**src/rtl/poseidon_pkg.sv**
```systemverilog
// Shared constants, types and helpers for the Poseidon core arbiter.
// Imported by the arbiter top and by its tag FIFO.
package poseidon_pkg;

    localparam int DATA_W = 255;

    typedef enum logic [0:0] {
        IDLE = 1'b0,
        LOCK = 1'b1
    } arb_state_e;

    // Requester-ID width; a single requester still needs one bit.
    function automatic int idw(input int n);
        if (n > 1) begin
            return $clog2(n);
        end else begin
            return 1;
        end
    endfunction

endpackage

```
**src/rtl/poseidon_tag_fifo.sv**
```systemverilog
// In-order FIFO of granted requester IDs.
// Pointers carry one extra MSB so full and empty stay distinguishable. DEPTH must be a power of two, >= 2.
module poseidon_tag_fifo #(
    parameter int DEPTH = 8,
    parameter int W     = 2
) (
    input  logic                     clk,
    input  logic                     rst_n,
    input  logic                     push,
    input  logic [W-1:0]             push_data,
    input  logic                     pop,
    output logic [W-1:0]             head,
    output logic                     full,
    output logic                     empty,
    output logic [$clog2(DEPTH):0]   count
);
    import poseidon_pkg::*;

    localparam int AW = $clog2(DEPTH);
    localparam int CW = AW + 1;

    logic [CW-1:0] wr_q, wr_d;
    logic [CW-1:0] rd_q, rd_d;
    logic [W-1:0]  mem_q [DEPTH];

    // Next-pointer computation.
    always_comb begin
        wr_d = wr_q;
        rd_d = rd_q;
        if (push) begin
            wr_d = wr_q + CW'(1);
        end else begin
            wr_d = wr_q;
        end
        if (pop) begin
            rd_d = rd_q + CW'(1);
        end else begin
            rd_d = rd_q;
        end
    end

    // Pointer registers.
    always_ff @(posedge clk or negedge rst_n) begin
        if (!rst_n) begin
            wr_q <= {CW{1'b0}};
            rd_q <= {CW{1'b0}};
        end else begin
            wr_q <= wr_d;
            rd_q <= rd_d;
        end
    end

    // Tag storage.
    always_ff @(posedge clk or negedge rst_n) begin
        if (!rst_n) begin
            for (int i = 0; i < DEPTH; i++) begin
                mem_q[i] <= {W{1'b0}};
            end
        end else if (push) begin
            mem_q[wr_q[AW-1:0]] <= push_data;
        end
    end

    assign head  = mem_q[rd_q[AW-1:0]];
    assign count = wr_q - rd_q;
    assign empty = (wr_q == rd_q);
    assign full  = (count == CW'(DEPTH));

endmodule

```
**src/rtl/poseidon_arbiter.sv**
```systemverilog
// Packet-granular round-robin arbiter sharing one Poseidon hash core between NUM_REQ requesters.
// Responses are steered back in grant order using a tag FIFO of requester IDs.
module poseidon_arbiter #(
    parameter int NUM_REQ   = 4,
    parameter int DATA_W    = poseidon_pkg::DATA_W,
    parameter int TAG_DEPTH = 8
) (
    input  logic                        clk,
    input  logic                        resetn,
    input  logic [NUM_REQ-1:0]          req_valid,
    output logic [NUM_REQ-1:0]          req_ready,
    input  logic [NUM_REQ-1:0]          req_last,
    input  logic [NUM_REQ*DATA_W-1:0]   req_payload,
    output logic [NUM_REQ-1:0]          rsp_valid,
    input  logic [NUM_REQ-1:0]          rsp_ready,
    output logic [NUM_REQ-1:0]          rsp_last,
    output logic [DATA_W-1:0]           rsp_payload,
    output logic                        core_in_valid,
    input  logic                        core_in_ready,
    output logic                        core_in_last,
    output logic [DATA_W-1:0]           core_in_payload,
    input  logic                        core_out_valid,
    output logic                        core_out_ready,
    input  logic                        core_out_last,
    input  logic [DATA_W-1:0]           core_out_payload,
    output logic [$clog2(TAG_DEPTH):0]  inflight,
    output logic                        orphan_err
);
    import poseidon_pkg::*;

    localparam int IDW = idw(NUM_REQ);
    localparam int CW  = $clog2(TAG_DEPTH) + 1;

    arb_state_e     state_q, state_d;
    logic [IDW-1:0] gnt_q, gnt_d;
    logic [IDW-1:0] rr_q, rr_d;
    logic           orphan_q, orphan_d;

    logic           sel_found_s;
    logic [IDW-1:0] sel_id_s;
    logic           push_s, pop_s;
    logic [IDW-1:0] head_s;
    logic           full_s, empty_s;
    logic [CW-1:0]  count_s;
    logic [DATA_W-1:0] req_slice_s [NUM_REQ];

    for (genvar g = 0; g < NUM_REQ; g++) begin : g_slice
        assign req_slice_s[g] = req_payload[g*DATA_W +: DATA_W];
    end

    // Round-robin search starting at rr_q, wrapping modulo NUM_REQ.
    always_comb begin
        int cand;
        cand        = 0;
        sel_found_s = 1'b0;
        sel_id_s    = {IDW{1'b0}};
        for (int i = 0; i < NUM_REQ; i++) begin
            cand = int'(rr_q) + i;
            if (cand >= NUM_REQ) begin
                cand = cand - NUM_REQ;
            end else begin
                cand = cand;
            end
            if (!sel_found_s && req_valid[IDW'(cand)]) begin
                sel_found_s = 1'b1;
                sel_id_s    = IDW'(cand);
            end else begin
                sel_found_s = sel_found_s;
            end
        end
    end

    // Grant FSM next state: lock a requester for a whole packet, release on last beat.
    always_comb begin
        state_d = state_q;
        gnt_d   = gnt_q;
        rr_d    = rr_q;
        push_s  = 1'b0;
        case (state_q)
            IDLE: begin
                if (sel_found_s && !full_s) begin
                    gnt_d   = sel_id_s;
                    push_s  = 1'b1;
                    state_d = LOCK;
                end else begin
                    state_d = IDLE;
                end
            end
            LOCK: begin
                if (req_valid[gnt_q] && core_in_ready && req_last[gnt_q]) begin
                    rr_d    = (gnt_q == IDW'(NUM_REQ - 1)) ? {IDW{1'b0}} : gnt_q + IDW'(1);
                    state_d = IDLE;
                end else begin
                    state_d = LOCK;
                end
            end
            default: begin
                state_d = IDLE;
            end
        endcase
    end

    // Input-stream mux; ready only ever reaches the granted requester.
    always_comb begin
        req_ready       = {NUM_REQ{1'b0}};
        core_in_valid   = 1'b0;
        core_in_last    = 1'b0;
        core_in_payload = {DATA_W{1'b0}};
        if (state_q == LOCK) begin
            core_in_valid    = req_valid[gnt_q];
            core_in_last     = req_last[gnt_q];
            core_in_payload  = req_slice_s[gnt_q];
            req_ready[gnt_q] = core_in_ready;
        end else begin
            core_in_valid = 1'b0;
        end
    end

    // Response steering to the requester at the FIFO head.
    always_comb begin
        rsp_valid      = {NUM_REQ{1'b0}};
        rsp_last       = {NUM_REQ{1'b0}};
        core_out_ready = 1'b0;
        if (!empty_s) begin
            rsp_valid[head_s] = core_out_valid;
            rsp_last[head_s]  = core_out_last;
            core_out_ready    = rsp_ready[head_s];
        end else begin
            core_out_ready = 1'b0;
        end
        pop_s    = !empty_s && core_out_valid && rsp_ready[head_s] && core_out_last;
        orphan_d = orphan_q | (empty_s & core_out_valid);
    end

    // State, grant, round-robin pointer and sticky error registers.
    always_ff @(posedge clk or negedge resetn) begin
        if (!resetn) begin
            state_q  <= IDLE;
            gnt_q    <= {IDW{1'b0}};
            rr_q     <= {IDW{1'b0}};
            orphan_q <= 1'b0;
        end else begin
            state_q  <= state_d;
            gnt_q    <= gnt_d;
            rr_q     <= rr_d;
            orphan_q <= orphan_d;
        end
    end

    poseidon_tag_fifo #(
        .DEPTH (TAG_DEPTH),
        .W     (IDW)
    ) u_tag_fifo (
        .clk       (clk),
        .rst_n     (resetn),
        .push      (push_s),
        .push_data (gnt_d),
        .pop       (pop_s),
        .head      (head_s),
        .full      (full_s),
        .empty     (empty_s),
        .count     (count_s)
    );

    assign rsp_payload = core_out_payload;
    assign inflight    = count_s;
    assign orphan_err  = orphan_q;

endmodule

```
**config.mk**
```make
export PLATFORM = sky130hd
export DESIGN_NAME = poseidon_arbiter
export DESIGN_NICKNAME = d
export VERILOG_FILES = /design/src/rtl/poseidon_pkg.sv /design/src/rtl/poseidon_tag_fifo.sv /design/src/rtl/poseidon_arbiter.sv
export SDC_FILE = /design/constraint.sdc
export NUM_CORES = 1
export LEC_CHECK = 0
export CORE_AREA = 2 2 711 713
export DETAILED_ROUTE_END_ITERATION = 16
export DIE_AREA = 0 0 713 715
export PLACE_DENSITY = 0.3
export RECOVER_POWER = 25
export SETUP_SLACK_MARGIN = 0.3
export SYNTH_ARGS = -nofsm -noshare
export SYNTH_HDL_FRONTEND = slang
export SYNTH_SLANG_ARGS = --single-unit
```
**constraint.sdc**
```tcl
create_clock -name clk -period 3.6 [get_ports clk]
set_input_delay 0.36 -clock clk [delete_from_list [all_inputs] [get_ports clk]]
set_output_delay 0.36 -clock clk [all_outputs]
set_load 0.02 [all_outputs]
```
# Word-level counts from Yosys, hierarchy flattened
# Index checks and enable logic that the tools add are counted.
[word_totals]
reg_bits = 30
in_bits = 1292
output_inout_bits = 530
word_cells = 128
[op_classes]
add_sub_neg = 11
order_cmp = 16
n_eq_ne = 3
muxes = 57
bitwise_logic = 9
n_reduce_logical = 18
[ops]
columns = ["cell", "n"]
rows = [
  ["$mux 255", 3],
  ["$bmux 255 s2", 1],
  ["$mux 2", 14],
  ["$mux 1", 23],
  ["$bwmux 16", 1],
  ["$lt 2x4->1 const B", 4],
  ["$bmux 1 s2", 7],
  ["$and 4x4->4", 3],
  ["$ge 3x3->1 const B", 4],
  ["$logic_and 1x1->1", 12],
  ["$mux 4", 3],
  ["$add 4x1->4 const B", 2],
  ["$ge 4x4->1 const B", 2],
  ["$not 3->4", 2],
  ["$sub 2x1->2 const B", 4],
  ["$add 2x2->3 const B", 2],
  ["$bmux 2 s3", 1],
  ["$demux 2 s3", 1],
  ["$lt 2x3->1 const B", 2],
  ["$logic_not 1->1", 5],
  ["$demux 1 s2", 2],
  ["$eq 4x4->1", 1],
  ["$eq 4x4->1 const B", 1],
  ["$ge 2x1->1 const B", 2],
  ["12 further kinds", 12],
]

# Logic depth before layout (Yosys ltp)
[depth]
depth_word = 19
depth_mapped = 10
mapped_depth_nobuf = 8

# By module
# A second synthesis with hierarchy kept.
[hier_totals]
hier_cells = 1010
area_unflattened_um2 = 11603.6
[by_module_without_submodules]
columns = ["module", "instances", "cells_each", "area_each_um2"]
rows = [
  ["poseidon_arbiter", 1, 911, 10368.7],
  ["poseidon_tag_fifo", 1, 99, 1234.9],
]

# Least setup slack after synthesis
# Ideal clock, no wire load.
[synth_path]
path_kind = "reg2reg"
start = "register u_tag_fifo.rd_q[1]"
end = "register u_tag_fifo.mem_q[8] in the netlist's numbering"
arrival_ps = 2638
t_required_ps = 3475
path_slack_ps = 837
stages_incl_launch_ff = 9
path_buffers = 2
synth_period_minus_slack_ps = 2763
path_cell_list = "dfrtp_1 clkbuf_1 inv_1 fa_1 xor2_1 o41ai_2 buf_2 or4_1 mux2_2"
[synth_via]
elab_chain_cells = 7
elab_cells_between_ends = 9
[synth_lines]
columns = ["element", "line_no", "text"]
rows = [
  ["from (decl)", "poseidon_tag_fifo.sv:23", "logic [CW-1:0] rd_q, rd_d;"],
  ["from (signal assigned)", "poseidon_tag_fifo.sv:46", "rd_q <= {CW{1'b0}};"],
  ["from (signal assigned)", "poseidon_tag_fifo.sv:49", "rd_q <= rd_d;"],
  ["$sub 4x4->4 (*)", "poseidon_tag_fifo.sv:65", "assign count = wr_q - rd_q;"],
  ["net inflight[2]", "poseidon_arbiter.sv:26", "output logic [$clog2(TAG_DEPTH):0] inflight,"],
  ["$eq 4x4->1 (*)", "poseidon_tag_fifo.sv:67", "assign full = (count == CW'(DEPTH));"],
  ["$logic_not 1->1 (*)", "poseidon_arbiter.sv:81", "if (sel_found_s && !full_s) begin"],
  ["$logic_and 1x1->1 (*)", "poseidon_arbiter.sv:81", ""],
  ["$mux 2", "poseidon_arbiter.sv:81", ""],
  ["$mux 2", "poseidon_arbiter.sv:79", "case (state_q)"],
  ["$bwmux 16", "poseidon_tag_fifo.sv:60", "mem_q[wr_q[AW-1:0]] <= push_data;"],
  ["to (signal, indexed assignment)", "poseidon_tag_fifo.sv:57", "mem_q[i] <= {W{1'b0}};"],
  ["to (signal, indexed assignment)", "poseidon_tag_fifo.sv:60", ""],
  ["to (decl)", "poseidon_tag_fifo.sv:24", "logic [W-1:0] mem_q [DEPTH];"],
]
# Mark *: on every way through the listed nets, which the timed path passes. The rest lies on a longest branch.
# A chain may end at the register's enable or synchronous reset.

# Worst setup path in the final report
[layout_path]
start = "register gnt_q[0]"
end = "output core_in_payload[132]"
[layout_via]
elab_chain_cells = 5
[layout_lines]
columns = ["element", "line_no", "text"]
rows = [
  ["from (decl)", "poseidon_arbiter.sv:35", "logic [IDW-1:0] gnt_q, gnt_d;"],
  ["from (signal assigned)", "poseidon_arbiter.sv:139", "gnt_q <= {IDW{1'b0}};"],
  ["from (signal assigned)", "poseidon_arbiter.sv:144", "gnt_q <= gnt_d;"],
  ["$not 2->3 (not written as such)", "poseidon_arbiter.sv:112", "core_in_payload = req_slice_s[gnt_q];"],
  ["$bmux 255 s2", "poseidon_arbiter.sv:112", ""],
  ["$mux 255 (not written as such) (2 in a row)", "poseidon_arbiter.sv:112", ""],
  ["$mux 255", "poseidon_arbiter.sv:109", "if (state_q == LOCK) begin"],
  ["to (decl)", "poseidon_arbiter.sv:21", "output logic [DATA_W-1:0] core_in_payload,"],
]
# Every way passes these cells. The select of a mux whose other input is x is not followed.

==> impl_results.md <==
- Cts bufs inserted: 5
- Final antenna-violating net count: 0
- Ratio of cells with drive above 1 in the final layout: 0.213
- Die area: roughly 500,000 um2
- Gpl congestion: around 1.1
- NetSw: 9.96 mW
- Post-DP HPWL: ~370 mm
- Compound-cell area share of the yosys netlist: 0.00830
- Power share of the clock group: 0.023
- Simple-gate share of the synthesized area: 0.168
- Synth-to-Final Area Change: 176%
- Main combinational cell family by area after synthesis: multiplexers
- Worst Skew: between 8 and 9 ps
- Pin count of the biggest net entering global routing: 75
- Initial antenna violation count: between 500 and 600
- Postcts setup bufs: 0
- GRT overflow: 0
- Met2 wire len: 176 mm
- Post-Syn Area per Cell: between 10 and 15 um2
- IO buf count: between 1,000 and 1,500
- Core box area: between 500,000 and 600,000 um2
- CTS H-tree lvls: 2
- Longest Clk Path Bufs: 2
- Fin. Hold Viols: 0
- Synth cell types: 38
- Max IR drop VDD: 0.000327 V
- Routed length on met3: 73.1 mm
- Pre-antenna DRT Iters: 5
- Register area: roughly 760 um2
- RSZ-0062 raised after global routing: false
- Clock slew at reported path FFs: around 50 ps
- Crit Path Class: reg2out
- Register area share after synthesis: 0.0655
- Setup Slack @ Placement: around 360 ps
- Crit. End Element: output pin
- Adder-Cell Fraction of Synth Area: 0.0116
- WL/cell: 43.7 um
- First-pass GRT wire length: ~430 mm
- Setup violators final: 0
- WL final: 387 mm
- Status: completed
- Max-slew violation count: 0
- Clock Tree Root: clkbuf_16
- Switching share of power: 0.528
- XOR/XNOR Fraction of Synth Area: 0.00611
- Metal-1 WL: between 100 and 150 mm
- Area of the multi-input gates: between 8000 and 9000 um2
- Post-synth EDFFs: 0
- Top cells by area, synth: mux4_2 51%, buf_4 17%, and2_1 14%
- P_int: 8.91 mW
- Synthesized cell area: around 11,000 um2
- Worst min-delay path class: reg2reg
- Die Span Y: slightly above 700 um
- Worst-path fanout max: between 40 and 50
- Clock Latency Late Sink: 280 ps
- Die Width: 713 um
- Final worst path period need: about 3200 ps
- Yosys warns: 0
- Final period util: 0.880
- Mux share of post-synthesis cell area: 0.535
- F_max: 316 MHz
- Utilization after layout: 0.0628
- Synth Flop Type: dfrtp_1
- CTS tree: built
- Crit start category: flop
- Required @ worst endpoint: roughly 3200 ps
- DR vias: about 18,000
- Async S/R FF share, synth: 1.00
- Num ports: roughly 1,800
- Largest area contributor in the netlist: mux4_2
- Sequential power share: 0.047
- Initial core utilization: 0.0228
- Comb pwr share: 0.930
- Worst endpoint data arrival time: around 2800 ps
- Layout Nets: between 3,000 and 4,000
- Flops & latches, synth: 30
- Post-route DRC: 0
- Static leakage: 8.65 nW
- Setup ws final: about 430 ps
- Worst slew pin tran: about 1000 ps
- Clk sinks: 30
- Vias per cell: 2.07
- Highest Signal Layer: met5
- Pwr/cell area: between 500 and 600 nW/um2
- Tot Pwr: roughly 19 mW
- Vias in the first global route: 16,500
- Mapped Cells: approximately 1,000
- Fillers: ~59,000
- Max_cap viols: 0
- Mapped Nets: between 2,000 and 2,500
- FP Rows: between 200 and 300
- Share of the synthesized area in the top cell type: 0.511
- Sum Neg Setup Slack: 0 ps
- Slew headroom: 0.325
- Initial drt markers: between 1,500 and 2,000
- Non-Filler Instances: 8,872
- Placed cell count: slightly below 9,000
- GRT Util Overall: 0.146
[logic make-up after synthesis]
family | count (synthesis)
simple gates | 315
mux | 285
compound gates | 13
xor+xnor | 8
flops | 30
buf+inv | 361
fa+ha+maj | 10
[repair_timing]
| item | CTS | global route |
|---|---|---|
| resized for setup | 2 | 1 |
| endpoints found under the setup margin | 2 | 1 |
| hold buffers | 0 | 0 |
[cell usage in the layout, fill, tap and decap left out, types with 2 or more instances in the layout]
cell type / count
mux2i_1: 3
buf_12: 28
buf_4: 103
inv_1: 16
xor2_1: 2
dfrtp_4: 3
or3_1: 3
xnor2_1: 6
clkdlybuf4s50_1: 1219
nor2b_1: 2
nor2_1: 13
mux2_2: 21
mux4_2: 260
diode_2: 130
and3_2: 2
nand3_1: 6
ha_1: 9
clkbuf_16: 5
or4_1: 6
and3_1: 5
o22ai_1: 2
and2_1: 258
a21oi_1: 4
nand2_4: 3
nand2_1: 12
dfrtp_1: 26
[registers in the layout, indices dropped and copies added, names as in the netlist]
register / count
gnt_q: 2
orphan_err: 1
rr_q: 2
state_q: 1
u_tag_fifo.mem_q: 16
u_tag_fifo.rd_q: 4
u_tag_fifo.wr_q: 4
[power groups by stage]
| stage | combinational, mW | clock, mW | sequential (mW) |
|---|---|---|---|
| final | 17.6 | 0.431 | 0.885 |
| after global routing | 18.7 | 0.454 | 0.943 |
| after CTS | 18.1 | 0.442 | 0.920 |
| after detailed placement | 18.0 | 0 | 0.923 |
| after global placement | 18.1 | 0 | 0.924 |
| after floorplan | 8.98 | 0 | 0.604 |
[metal layers]
metal	global-route usage	vias up
li1	-	5778
met1	0.134	8509
met2	0.239	2685
met3	0.126	1141
met4	0.0398	246
met5	0.00924	-
[metrics by stage]
step	hold WS (ps)	area, um2
global placement	478	31100
floorplan	64.4	11500
CTS	488	31300
global route	516	31500
detailed placement	471	31100
finish	483	31600
[worst max-delay path, cell delays in order, from the launching register on]
cell and delay (ps):
dfrtp_4 440, buf_12 190, buf_12 370, mux4_2 620
and2_1 190, clkdlybuf4s50_1 530
[synthesized netlist by cell type, types with 2 or more instances]
master      n
buf_1      12
xnor2_1     6
nand3_1     6
ha_1        9
nor2b_1     2
clkbuf_1   51
and3_1      5
or3_1       3
mux4_2    260
a21oi_1     4
dfrtp_1    30
and3_2      2
nand2_1    12
and2_1    258
nand2_4     3
nor2_1     14
o22ai_1     2
or4_1       6
mux2_2     21
mux2i_1     3
xor2_1      2
buf_2      26
inv_1      16
buf_4     255
[path summary, 6_finish.rpt]
kind	from	to	slack, ps	cells after the start
worst max-delay path	gnt_q[0]	core_in_payload[132]	430	5
worst min-delay path	orphan_err	orphan_err	480	1
worst max register to register	u_tag_fifo.wr_q[0]	u_tag_fifo.mem_q[1]	870	9
worst min register to register	orphan_err	orphan_err	480	1
max in group asynchronous	resetn	u_tag_fifo.rd_q[0]	2690	2
min in group asynchronous	resetn	rr_q[1]	560	2
[layout make-up]
cell class,count,share of cell area
timing repair buffer,1351,0.429
tap,6706,0.266
multi-input combinational,631,0.265
sequential,30,0.0242
antenna,130,0.0103
clock buffer,6,0.00440
inverter,16,0.00190
clock inverter,2,0.000396
Note: power is estimated with default switching activity, not from simulation.
